==> src/rtl/branch_pkg.sv <==
// Shared encodings for the branch resolve path: comparator kinds and FSM states.
package branch_pkg;

  typedef enum logic [2:0] {
    KIND_NONE = 3'b000,
    KIND_BEQ  = 3'b001,
    KIND_BNE  = 3'b010,
    KIND_BGE  = 3'b011,
    KIND_BLT  = 3'b100
  } sb_kind_e;

  typedef enum logic [1:0] {
    ST_IDLE     = 2'b00,
    ST_EVAL     = 2'b01,
    ST_REDIRECT = 2'b10
  } brs_state_e;

  function automatic logic is_branch_kind(input logic [2:0] kind);
    return (kind == KIND_BEQ) || (kind == KIND_BNE) ||
           (kind == KIND_BGE) || (kind == KIND_BLT);
  endfunction

endpackage

==> src/rtl/branch_target_adder.sv <==
// Branch target (pc + imm) and fall-through (pc + 4) adders, combinational,
// both wrapping mod 2^32.
module branch_target_adder (
  input  logic [31:0] pc,
  input  logic [31:0] imm,
  output logic [31:0] target,
  output logic [31:0] seq_pc
);

  assign target = pc + imm;
  assign seq_pc = pc + 32'd4;

endmodule

==> src/rtl/branch_resolve_unit.sv <==
// Resolves one branch per two cycles using an external comparator; result at N+2.
// Mispredicts redirect fetch and hold redir_valid/redir_pc until redir_ready.
module branch_resolve_unit
  import branch_pkg::*;
#(
  parameter int unsigned CNT_W = 16
) (
  input  logic             clk,
  input  logic             rst,
  input  logic             req_valid,
  output logic             req_ready,
  input  logic [31:0]      req_pc,
  input  logic [31:0]      req_imm,
  input  logic [31:0]      req_rs1,
  input  logic [31:0]      req_rs2,
  input  logic [2:0]       req_kind,
  input  logic             req_pred_taken,
  output logic [31:0]      cmp_operand1,
  output logic [31:0]      cmp_operand2,
  output logic [2:0]       cmp_sb_kind,
  input  logic             cmp_should_branch,
  output logic             redir_valid,
  input  logic             redir_ready,
  output logic [31:0]      redir_pc,
  output logic             flush,
  output logic             resolved_valid,
  output logic             resolved_taken,
  output logic             misalign,
  output logic [CNT_W-1:0] mispredict_cnt
);

  brs_state_e       state_q, state_d;
  logic [31:0]      pc_q, pc_d, imm_q, imm_d, rs1_q, rs1_d, rs2_q, rs2_d;
  logic [2:0]       kind_q, kind_d;
  logic             pred_q, pred_d;
  logic             redir_valid_q, redir_valid_d;
  logic [31:0]      redir_pc_q, redir_pc_d;
  logic             flush_q, flush_d;
  logic             resolved_valid_q, resolved_valid_d;
  logic             resolved_taken_q, resolved_taken_d;
  logic             misalign_q, misalign_d;
  logic [CNT_W-1:0] cnt_q, cnt_d;

  logic [31:0]      target, seq_pc;
  logic             taken;

  branch_target_adder u_adder (
    .pc     (pc_q),
    .imm    (imm_q),
    .target (target),
    .seq_pc (seq_pc)
  );

  // The comparator result is only trusted for real branch kinds.
  assign taken = is_branch_kind(kind_q) & cmp_should_branch;

  always_comb begin
    state_d          = state_q;
    pc_d             = pc_q;
    imm_d            = imm_q;
    rs1_d            = rs1_q;
    rs2_d            = rs2_q;
    kind_d           = kind_q;
    pred_d           = pred_q;
    redir_valid_d    = redir_valid_q;
    redir_pc_d       = redir_pc_q;
    cnt_d            = cnt_q;
    flush_d          = 1'b0;
    resolved_valid_d = 1'b0;
    resolved_taken_d = 1'b0;
    misalign_d       = 1'b0;

    case (state_q)
      ST_IDLE: begin
        if (req_valid) begin
          pc_d    = req_pc;
          imm_d   = req_imm;
          rs1_d   = req_rs1;
          rs2_d   = req_rs2;
          kind_d  = req_kind;
          pred_d  = req_pred_taken;
          state_d = ST_EVAL;
        end
      end
      ST_EVAL: begin
        resolved_valid_d = 1'b1;
        resolved_taken_d = taken;
        if (taken && (target[1:0] != 2'b00)) begin
          misalign_d = 1'b1;
          state_d    = ST_IDLE;
        end else if (taken != pred_q) begin
          redir_valid_d = 1'b1;
          redir_pc_d    = taken ? target : seq_pc;
          flush_d       = 1'b1;
          state_d       = ST_REDIRECT;
          if (cnt_q != {CNT_W{1'b1}}) begin
            cnt_d = cnt_q + CNT_W'(1);
          end
        end else begin
          state_d = ST_IDLE;
        end
      end
      ST_REDIRECT: begin
        if (redir_ready) begin
          redir_valid_d = 1'b0;
          state_d       = ST_IDLE;
        end
      end
      default: state_d = ST_IDLE;
    endcase
  end

  always_ff @(posedge clk or posedge rst) begin
    if (rst) begin
      state_q          <= ST_IDLE;
      pc_q             <= '0;
      imm_q            <= '0;
      rs1_q            <= '0;
      rs2_q            <= '0;
      kind_q           <= '0;
      pred_q           <= 1'b0;
      redir_valid_q    <= 1'b0;
      redir_pc_q       <= '0;
      flush_q          <= 1'b0;
      resolved_valid_q <= 1'b0;
      resolved_taken_q <= 1'b0;
      misalign_q       <= 1'b0;
      cnt_q            <= '0;
    end else begin
      state_q          <= state_d;
      pc_q             <= pc_d;
      imm_q            <= imm_d;
      rs1_q            <= rs1_d;
      rs2_q            <= rs2_d;
      kind_q           <= kind_d;
      pred_q           <= pred_d;
      redir_valid_q    <= redir_valid_d;
      redir_pc_q       <= redir_pc_d;
      flush_q          <= flush_d;
      resolved_valid_q <= resolved_valid_d;
      resolved_taken_q <= resolved_taken_d;
      misalign_q       <= misalign_d;
      cnt_q            <= cnt_d;
    end
  end

  assign req_ready      = (state_q == ST_IDLE);
  assign cmp_operand1   = rs1_q;
  assign cmp_operand2   = rs2_q;
  assign cmp_sb_kind    = kind_q;
  assign redir_valid    = redir_valid_q;
  assign redir_pc       = redir_pc_q;
  assign flush          = flush_q;
  assign resolved_valid = resolved_valid_q;
  assign resolved_taken = resolved_taken_q;
  assign misalign       = misalign_q;
  assign mispredict_cnt = cnt_q;

endmodule

==> config.mk <==
export PLATFORM = sky130hd
export DESIGN_NAME = branch_resolve_unit
export DESIGN_NICKNAME = d
export VERILOG_FILES = /design/src/rtl/branch_pkg.sv /design/src/rtl/branch_target_adder.sv /design/src/rtl/branch_resolve_unit.sv
export SDC_FILE = /design/constraint.sdc
export NUM_CORES = 1
export LEC_CHECK = 0
export CAP_MARGIN = 30
export CORE_UTILIZATION = 49
export DETAILED_ROUTE_END_ITERATION = 8
export MAX_ROUTING_LAYER = met4
export PLACE_DENSITY = 0.82
export SYNTH_ARGS = -nofsm -noshare
export SYNTH_HDL_FRONTEND = slang
export SYNTH_SLANG_ARGS = --single-unit
==> constraint.sdc <==
create_clock -name clk -period 9.36 [get_ports clk]
set_clock_uncertainty 0.15 [all_clocks]
set_input_delay 2.808 -clock clk [delete_from_list [all_inputs] [get_ports clk]]
set_output_delay 2.808 -clock clk [all_outputs]
set_load 0.05 [all_outputs]
# After elaboration in Yosys (flattened, before gate mapping)
# Cells that the tools add are included.
# op_classes
n_bitwise	2
mul	0
order_cmp	0
div_mod_pow	0
eq_ne	12
add_sub_neg	3
muxes	17
n_reduce_logical	12
shifts	0
# op_table
cell	n
adder 32 x 3 -> 32 bit (second input constant)	1
adder 32 bit	1
two-way mux 32 bit	1
adder 16 x 1 -> 16 bit (second input constant)	1
inequality test 16 bit (second input constant)	1
two-way mux 1 bit	10
two-way mux 2 bit	4
inequality test 2 bit (second input constant)	4
AND reduction 4 bit	2
== test 3 x 2 -> 1 bit (second input constant)	2
one-hot mux 2 bit (3 select lines)	1
AND reduction 2 bit	2
nonzero test 2 bit	2
== test 3 x 1 -> 1 bit (second input constant)	1
== test 3 bit (second input constant)	1
logical OR 1 bit	3
AND reduction 3 bit	1
== test 2 x 1 -> 1 bit (second input constant)	1
== test 2 bit (second input constant)	1
zero test 2 bit	1
one-hot mux 1 bit (2 select lines)	1
AND 1 bit	1
logical AND 1 bit	1
inequality test 1 bit	1
inverter 1 bit	1
# word_totals
in_bits	137
register_bits	187
rom_bits	0
out_inout_bits	121
ramBits	0
latchBits	0
n_memories	0

# Depth between registers and ports, before layout
# logic_depth
ltp_word	9
ltp_mapped	11

# Hierarchy
# Synthesis repeated with hierarchy kept, for this count alone.
# unflattened
hier_cells	821
hier_area_um2	9566.7
# modules_own_cells
module	cells_per_inst	n_inst	area_each_um2
branch_resolve_unit	514	1	7415.9
branch_target_adder	307	1	2150.8

# Worst setup path after synthesis
# Ideal clock, no wire load.
# synth_path
path_kind	input to register
start	input req_valid
end	register rs1_q[0] (netlist: cmp_operand1[0])
required_time_ns	9.085
n_path_buf	3
cell_stages	5
setup_time_ns	0.125
path_slack_ns	4.937
arrival_time_ns	4.148
cell_sequence	and2_1 -> clkbuf_1 -> clkbuf_1 -> clkbuf_1 -> mux2_2
# synth_via
elab_chain_len	1
# synth_lines
item	line_no	source
from (decl)	branch_resolve_unit.sv:10	input logic req_valid,
AND reduction 2 bit (no source line)	n/a	
to (signal assigned)	branch_resolve_unit.sv:133	rs1_q <= rs1_d;
to (decl)	branch_resolve_unit.sv:33	logic [31:0] pc_q, pc_d, imm_q, imm_d, rs1_q, rs1_d, rs2_q, rs2_d;
# Every way passes these cells.
# A chain may end at the register's enable or synchronous reset.

# Worst setup path in the final report
# layout_path
start	input cmp_should_branch
end	register redir_pc_q[31] (netlist: redir_pc[31])
# layout_via
elab_chain_len	4
elab_cells_between_ends	6
# layout_lines
item	line_no	source
from (decl)	branch_resolve_unit.sv:21	input logic cmp_should_branch,
AND 1 bit (*)	branch_resolve_unit.sv:55	assign taken = is_branch_kind(kind_q) & cmp_should_branch;
logical AND 1 bit	branch_resolve_unit.sv:88	if (taken && (target[1:0] != 2'b00)) begin
inverter 1 bit (no source line)	n/a	
AND reduction 3 bit (no source line)	n/a	
to (signal assigned)	branch_resolve_unit.sv:138	redir_pc_q <= redir_pc_d;
to (decl)	branch_resolve_unit.sv:37	logic [31:0] redir_pc_q, redir_pc_d;
# Mark *: on every way between the ends. The rest lies on a longest branch, timed or not.

==> flow_summary_export.csv <==
group,metric,value,unit
outcome,status,"complete, no violations",
sta,tightest_slew,0.8100,ns
cells_and_area,diodes,0,
clocking,clkLatencyLatePin,0.43,ns
synthesis,syn-cell-area,9478,µm²
synthesis,ys_types,62,
clocking,clk_pin_slew,0.07,ns
cells_and_area,post-route-util,68.35,%
synthesis,synth_top_family_by_area,"multiplexers",
setup_path,crit_required,9.57,ns
synthesis,yosysWarnings,0,
synthesis,synth_seq_cells,187,
sta,period_needed,5.318,ns
synthesis,synthCells,830,
global_route,overflow,0,
sta,fmax,188.0,MHz
synthesis,synth_edf_count,0,
global_route,grt_pass1_wl,37090,µm
synthesis,muxShareOfSynthArea,16.12,%
clocking,post_cts_resized,0,
routing,num_vias,7291,
setup_path,startpoint_type,"primary input",
setup_path,critPathLaunch,"cmp_should_branch",
setup_path,critical_path_arrival,5.52,ns
min_path,worstHoldStart,"redir_pc[1]",
sta,tns,0,ns
setup_path,crit_path_end_kind,"flop",
die,die_w,141.1,µm
global_route,grt_pass1_vias,7232,
die,num_rows,50,
routing,drtPass1Iterations,5,
clocking,cts_tree,"yes",
min_path,hp-class,"flop to flop",
synthesis,async_reset_ff_share,100.0,%
sta,post-route-period-util,56.81,%
routing,ant_nets,0,
synthesis,synth_nets,1001,
job,cap_viol_max_count,0,
die,io_pins,258,
setup_path,critPathKind,"primary input to flop",
die,die_y,141.1,µm
routing,routedWlPerCell,16.99,µm
clocking,htree_num_levels,4,
routing,route.detailed.drc,0,
sta,finalHoldViolCount,0,
synthesis,synth_compound_area_share,11.55,%
routing,viasPerCell,5.405,
power_and_ir_drop,vdd_drop_max,0.0002351,V
placement,gp_congestion,0.8871,
sta,setup_viol,0,
power_and_ir_drop,cellPowerDensity,435.8,nW/µm²
synthesis,yosysSeqAreaShare,49.37,%
cells_and_area,drive_above_1_share,17.26,%
clocking,numCtsBuffers,17,
synthesis,synth_xor_area_share,6.007,%
sta,whs,0.3243,ns
routing,wl,22920,µm
clocking,cts_buffer_depth,2,
die,coreArea,18830,µm²
power_and_ir_drop,power.leakage,5.320,nW
synthesis,synth_fa_ha_area_share,4.568,%
setup_path,crit_fanout,36,
cells_and_area,nets,1247,
cells_and_area,area_growth,35.80,%
die,initial_core_util,50.33,%
global_route,grt_max_degree,67,
sta,drv_slew,0,
routing,initialDrtViolationCount,365,
clocking,cts_num_sinks,187,
setup_path,timing.rr.start,"pc_q[0]",
clocking,cts_setup_buffers,0,
sta,slew_headroom,46.00,%
synthesis,synthFlopType,"dfrtp_1",
synthesis,synth-simple-area-share,9.967,%
die,die_area,19900,µm²
clocking,cts_hold_buf,0,
placement,place_hpwl,17260,µm
placement,portBuffers,257,
global_route,grtUsageTotal,24.41,%
global_route,antenna_found_initial,0,
clocking,cts-root-buf,"clkbuf_16",
sta,rsz0062_at_grt,"no",
synthesis,synth_area_per_cell,11.42,µm²
[cell type report]
| type | instances | area (µm²) |
|---|---|---|
| clock buffer | 17 | 425.4 |
| clock inverter | 15 | 165.2 |
| fill | 1434 | 5959 |
| inverter | 13 | 53.80 |
| multi-input combinational | 594 | 4572 |
| sequential | 187 | 4679 |
| tap | 260 | 325.3 |
| timing repair buffer | 263 | 2650 |
[stage by stage]
stage	worst slack [ns]	power, mW	cell area [µm²]	std cells
6_report	4.042	5.609	12870	1349
3_5_place_dp	3.636	4.882	12280	1317
3_3_place_gp	3.726	4.810	12230	1315
5_1_grt	3.899	5.959	12870	1349
4_1_cts	4.079	5.622	12870	1349
2_1_floorplan	1.317	3.936	9478	830
[per-layer routing]
layer | vias up | GRT usage [%] | routed length, µm
met3 | 23 | 5.265 | 1552
met4 | 0 | 5.835 | 235
met2 | 246 | 38.54 | 10940
met5 | - | - | 0
met1 | 3524 | 32.15 | 10190
li1 | 3498 | - | -
[kinds of logic (layout without fill, tap and decap cells)]
family,after synthesis,after routing
mux,136,136
flops,187,187
xor+xnor,65,65
simple gates,195,195
compound gates,164,164
buf+inv,49,308
fa+ha+maj,34,34
[where the power goes]
part	internal (mW)	total, mW	switching (mW)
logic	1.37	3.40	2.03
registers	1.18	1.49	0.309
clock network	0.360	0.718	0.357
[registers in the layout, indices dropped and copies added, names as in the netlist]
name / count
resolved_valid: 1
flush: 1
cmp_sb_kind: 3
pc_q: 32
pred_q: 1
imm_q: 32
misalign: 1
state_q: 2
cmp_operand1: 32
cmp_operand2: 32
mispredict_cnt: 16
redir_valid: 1
redir_pc: 32
resolved_taken: 1
[path summary, 6_finish.rpt]
check	endpoint	slack, ns	depth (start not counted)
max	redir_pc[31]	4.04	9
min	redir_pc[1]	0.32	2
max reg2reg	redir_pc[31]	5.73	11
min reg2reg	redir_pc[1]	0.32	2
max in group asynchronous	pc_q[4]	4.88	4
min in group asynchronous	cmp_operand2[9]	2.61	2
[cells in the final DEF (no fill, tap or decap), types with 4 or more instances in the layout]
master	n
clkdlybuf4s50_1	257
dfrtp_1	187
mux2_2	133
nand2_1	60
a21oi_1	47
nor2_1	38
xnor2_1	36
o21ai_0	36
nand3_1	33
ha_1	33
xor2_1	29
clkbuf_16	17
nor3_1	16
and3_1	15
nand4_1	14
a21o_1	11
inv_1	11
a31oi_1	9
o21a_1	8
a22oi_1	7
o21ai_1	6
and4_1	5
inv_8	5
o211ai_1	4
a211oi_1	4
inv_6	4
buf_4	4
[worst max-delay path, stage by stage]
cell and delay [ns]:
clkdlybuf4s50_1 0.57, a31oi_4 0.14, o21ai_4 0.47, buf_4 0.44
inv_2 0.18, nand2_1 0.34, nor3_1 0.11, a311o_1 0.34
nor3_2 0.10
[cells in the mapped netlist, types with 3 or more instances]
master / count / area [µm²]
nand4_1: 14 / 87.58
and3_1: 15 / 93.84
mux2i_1: 3 / 30.03
nor2_1: 38 / 142.6
o21bai_1: 3 / 22.52
o21a_1: 8 / 60.06
o21ai_1: 6 / 30.03
ha_1: 33 / 412.9
a22oi_1: 7 / 52.55
inv_1: 12 / 45.04
a31oi_1: 9 / 56.30
clkbuf_1: 28 / 105.1
o21ai_0: 36 / 180.2
xor2_1: 29 / 254.0
o211ai_1: 4 / 30.03
nand3_1: 33 / 165.2
and4_1: 5 / 43.79
nand2_1: 60 / 225.2
or3_1: 3 / 18.77
mux2_2: 133 / 1498
a21o_1: 11 / 82.58
a21oi_1: 47 / 235.2
a211oi_1: 4 / 30.03
dfrtp_1: 187 / 4679
buf_2: 3 / 15.01
nor3_1: 16 / 80.08
xnor2_1: 36 / 315.3
Power figures use the tool's default switching activity.
==> RTL edit 1 (config.mk and constraints unchanged) <==
Reset style: synchronous (`rst`), changed in one clocked block.
--- a/src/rtl/branch_resolve_unit.sv
+++ b/src/rtl/branch_resolve_unit.sv
@@ -111,5 +111,5 @@
   end
 
-  always_ff @(posedge clk or posedge rst) begin
+  always_ff @(posedge clk) begin
     if (rst) begin
       state_q          <= ST_IDLE;
Check against the original RTL: differs if rst is asserted again (counterexample within 4 cycles, from zero or initial values and one cycle with rst high); with rst held inactive, the same outputs for 4 cycles.
==> RTL edit 1 against the original RTL <==
  * Sequential share of layout area decreased by 5.7 points
  * Fmax up 5.8%
  * Design area down 5.1%
  * Wire length grew 14%
  * Cell count rose by 19%
  * Setup slack better by 290 ps
  * Non-clock buffer count increased by 1
  * Utilization fell by 0.12 points
  * Area after synthesis down 5.7%
  * Sequential cell count unchanged
  * Critical endpoint is now req_ready
  * Largest cell class is now multi-input combinational cells
Power is not compared: it rests on default switching activity, and its combinational part moved more than twofold at a synthesized area within 25%.
==> RTL edit 1: results (changes against the original RTL) <==
[outcome]
outcome = finished clean

[setup_path]
crit_arrival_ps = 2070  ; -3450 ps
critPathMaxStageDelay_ps = 950  ; +380 ps
ff2ff_setup_slack_ps = 6030  ; +300 ps
timing.rr.start = pc_q[0]$_SDFFE_PP0P_
r2r_end = mispredict_cnt[13]$_SDFFE_PP0P_
path_max_fanout = 5  ; -86%
start_kind = flop
crit_path_start = state_q[1]$_SDFFE_PP0P_

[synth]
synth-seq-area-share_pct = 41.9  ; -7.5 points
synth_fp_nets = 1323  ; +32%
synthArstFlopShare_pct = 0  ; -100 points
synth_area_leaders = dfxtp_1, nand2_1, a21oi_1, ha_1, xor2_1
ys_types = 66  ; +6.5%
synth_common_cells = nand2_1, dfxtp_1, a21oi_1, clkbuf_1, nor2_1
synth_edf_count = 0  ; unchanged

[grt]
grt_pass1_wl_um = 41100  ; +11%
grt_usage_pct = 29.0  ; +4.6 points

[route]
drt_wl_total_um = 26100  ; +14%
vias = 8855  ; +21%

[hold_path]
hp-start = cmp_operand2[23]$_SDFFE_PP0P_
hold_end = cmp_operand2[23]$_SDFFE_PP0P_

[sta]
tightest_slew_ps = 989  ; +179 ps

[place]
place_area_um2 = 11600  ; -5.3%
gp_congestion = 0.923  ; +4.0%
dp_hpwl_um = 18700  ; +8.6%

[final_layout]
drive_gt1_share_pct = 4.20  ; -13 points
num-nets-final = 1539  ; +23%

[cts]
cts-root-buf = clkbuf_16

==> RTL edit 1: cell count changes after synthesis, sizes merged, moves of 7 or more <==
cell and delta:
a211oi +7, nor2 +18, o211ai +10, mux2 -132, xnor2 -9, dfrtp -187, nand3 -9, a21oi +132
nand2 +264, clkbuf +31, dfxtp +187, o21ai -10
==> RTL edit 1: worst max-delay path by stage <==
stage,endpoint,slack (ps)
floorplan,mispredict_cnt[14]$_SDFFE_PP0P_,5060
global placement,mispredict_cnt[9]$_SDFFE_PP0P_,3950
detailed placement,mispredict_cnt[13]$_SDFFE_PP0P_,3860
CTS,req_ready,4300
global route,mispredict_cnt[14]$_SDFFE_PP0P_,4090
finish,req_ready,4340
==> RTL edit 1: area by class of cell <==
cell class / count / area (um2)
Fill cell: 1475 / 5690
Multi-Input combinational cell: 884 / 4900
Sequential cell: 187 / 3740
Timing Repair Buffer: 264 / 2640
Clock buffer: 18 / 439
Tap cell: 229 / 287
Clock inverter: 14 / 151
Inverter: 14 / 52.6
==> RTL edit 1: worst reg2reg max path, stage by stage (launching register included) <==
cell,delay (ps)
dfxtp_1,330
ha_1,240
fa_1,460
nor3_1,150
nand4_1,160
a21oi_2,550
buf_4,340
o311ai_1,250
nor2_1,260
nand3_1,120
xor2_1,150
nor2_1,50
==> RTL edit 1: cell families after synthesis <==
family / share of synthesized area [%]
and+or+nand+nor: 23.3
AOI/OAI and AO/OA: 20.0
DFF: 41.9
buffers and inverters: 3.42
xor gates and xnor gates: 5.98
adders and majority gates: 4.84
muxes: 0.574
==> RTL edit 1: power breakdown <==
group	internal, mW	switching, mW	leakage, nW
combinational	0.150	0.221	2.84
clock	0.386	0.342	0.286
sequential	0.834	0.0322	1.53
==> RTL edit 1: routing by layer <==
| layer | vias up | track usage (%) | routed length [um] |
|---|---|---|---|
| met1 | 4077 | 33.2 | 10500 |
| met3 | 69 | 8.59 | 2020 |
| met5 | - | - | 0 |
| met4 | 0 | 14.7 | 1120 |
| met2 | 315 | 45.9 | 12500 |
| li1 | 4394 | - | - |
==> RTL edit 1: metrics by stage <==
stage               setup WS (ps)  std cells  utilization (%)
finish                       4340       1610             68.2
floorplan                    5060       1152                -
detailed placement           3860       1578             64.9
CTS                          4300       1610             68.2
global placement             3950       1577             64.8
global route                 4090       1610             68.2
==> RTL edit 2 (same flow settings) <==
Made on the original files. The parameter `CNT_W` goes from 16 to 20.
--- a/src/rtl/branch_resolve_unit.sv
+++ b/src/rtl/branch_resolve_unit.sv
@@ -4,5 +4,5 @@
   import branch_pkg::*;
 #(
-  parameter int unsigned CNT_W = 16
+  parameter int unsigned CNT_W = 20
 ) (
   input  logic             clk,
Interface: changed (resized mispredict_cnt); port bits go from 258 to 262. The function was not compared with the original's and may differ.
==> RTL edit 2 against the original RTL <==
  * Setup slack got worse by 91 ps
  * Critical path type unchanged
  * Non-clock buffer count is 4 higher
  * Area after synthesis rose by 2.6%
  * Design area rose by 2.5%
  * Synthesized cell count increased by 4.7%
  * Power increased by 1.4%
  * Utilization decreased by 0.55 points
  * Highest routed layer unchanged
  * Fmax shrank 1.7%
  * Cell count is 3.4% higher
  * Sequential power rose by 3%
  * Wire length up 11%
  * Sequential cell count up 4
  * Critical endpoint is now mispredict_cnt[1]$_DFFE_PP0P_
  * Largest cell class unchanged
  * Global-route usage up 2.0 points
==> RTL edit 2: results (changes against the original RTL) <==
[outcome]
outcome = finished clean

[final_layout]
num-nets-final = 1288  ; +3.3%
nClkBuffers = 18  ; +1
seq_share_pct = 36.2  ; -0.13 points
nFillCells = 1506  ; +5.0%
fin_util_pct = 67.8  ; -0.55 points
multi_input_gates = 627  ; +5.6%

[route]
vias = 7851  ; +7.7%
route.met3.wl_um = 2090  ; +34%

[grt]
use_met1_pct = 34.0  ; +1.8 points
grt_pass1_wl_um = 40100  ; +8.0%
grt_max_degree = 117  ; +75%
grt_usage_pct = 26.4  ; +2.0 points

[sta]
setup_slack_ps = 3950  ; -91.4 ps
fmax_mhz = 185  ; -1.7%

[place]
portBuffers = 261  ; +1.6%
place_inst = 1362  ; +3.4%
dp_slack_ps = 3510  ; -130 ps

[setup_path]
critPathMaxStageDelay_ps = 680  ; +110 ps
path_max_fanout = 35  ; -2.8%
ff2ff_setup_slack_ps = 5330  ; -400 ps

[synth]
synth.area.mux_share_pct = 15.9  ; -0.21 points
synthXorXnorAreaFrac_pct = 6.12  ; +0.12 points
synth-compound-area-share_pct = 11.3  ; -0.21 points
syn_area_per_cell_um2 = 11.2  ; -2.0%
synthAdderAreaFrac_pct = 4.45  ; -0.12 points

[power_and_ir_drop]
ir_worst_vdd_uv = 218  ; -7.1%

[floorplan]
die_x_um = 143  ; +1.3%

-- RTL edit 2: worst min-delay path by stage --
stage,slack [ps],startpoint,to
finish,350,redir_pc[0]$_DFFE_PP0P_,redir_pc[0]$_DFFE_PP0P_
detailed placement,330,redir_pc[0]$_DFFE_PP0P_,redir_pc[0]$_DFFE_PP0P_
global route,370,redir_pc[3]$_DFFE_PP0P_,redir_pc[3]$_DFFE_PP0P_
global placement,320,redir_pc[0]$_DFFE_PP0P_,redir_pc[0]$_DFFE_PP0P_
floorplan,330,imm_q[0]$_DFFE_PP0P_,imm_q[0]$_DFFE_PP0P_
CTS,340,redir_pc[0]$_DFFE_PP0P_,redir_pc[0]$_DFFE_PP0P_
-- RTL edit 2: report_power, final --
| part | switching [mW] | internal [mW] | total, mW |
|---|---|---|---|
| logic | 2.09 | 1.33 | 3.42 |
| registers | 0.341 | 1.20 | 1.54 |
| clock network | 0.342 | 0.384 | 0.726 |
| total | 2.78 | 2.91 | 5.69 |
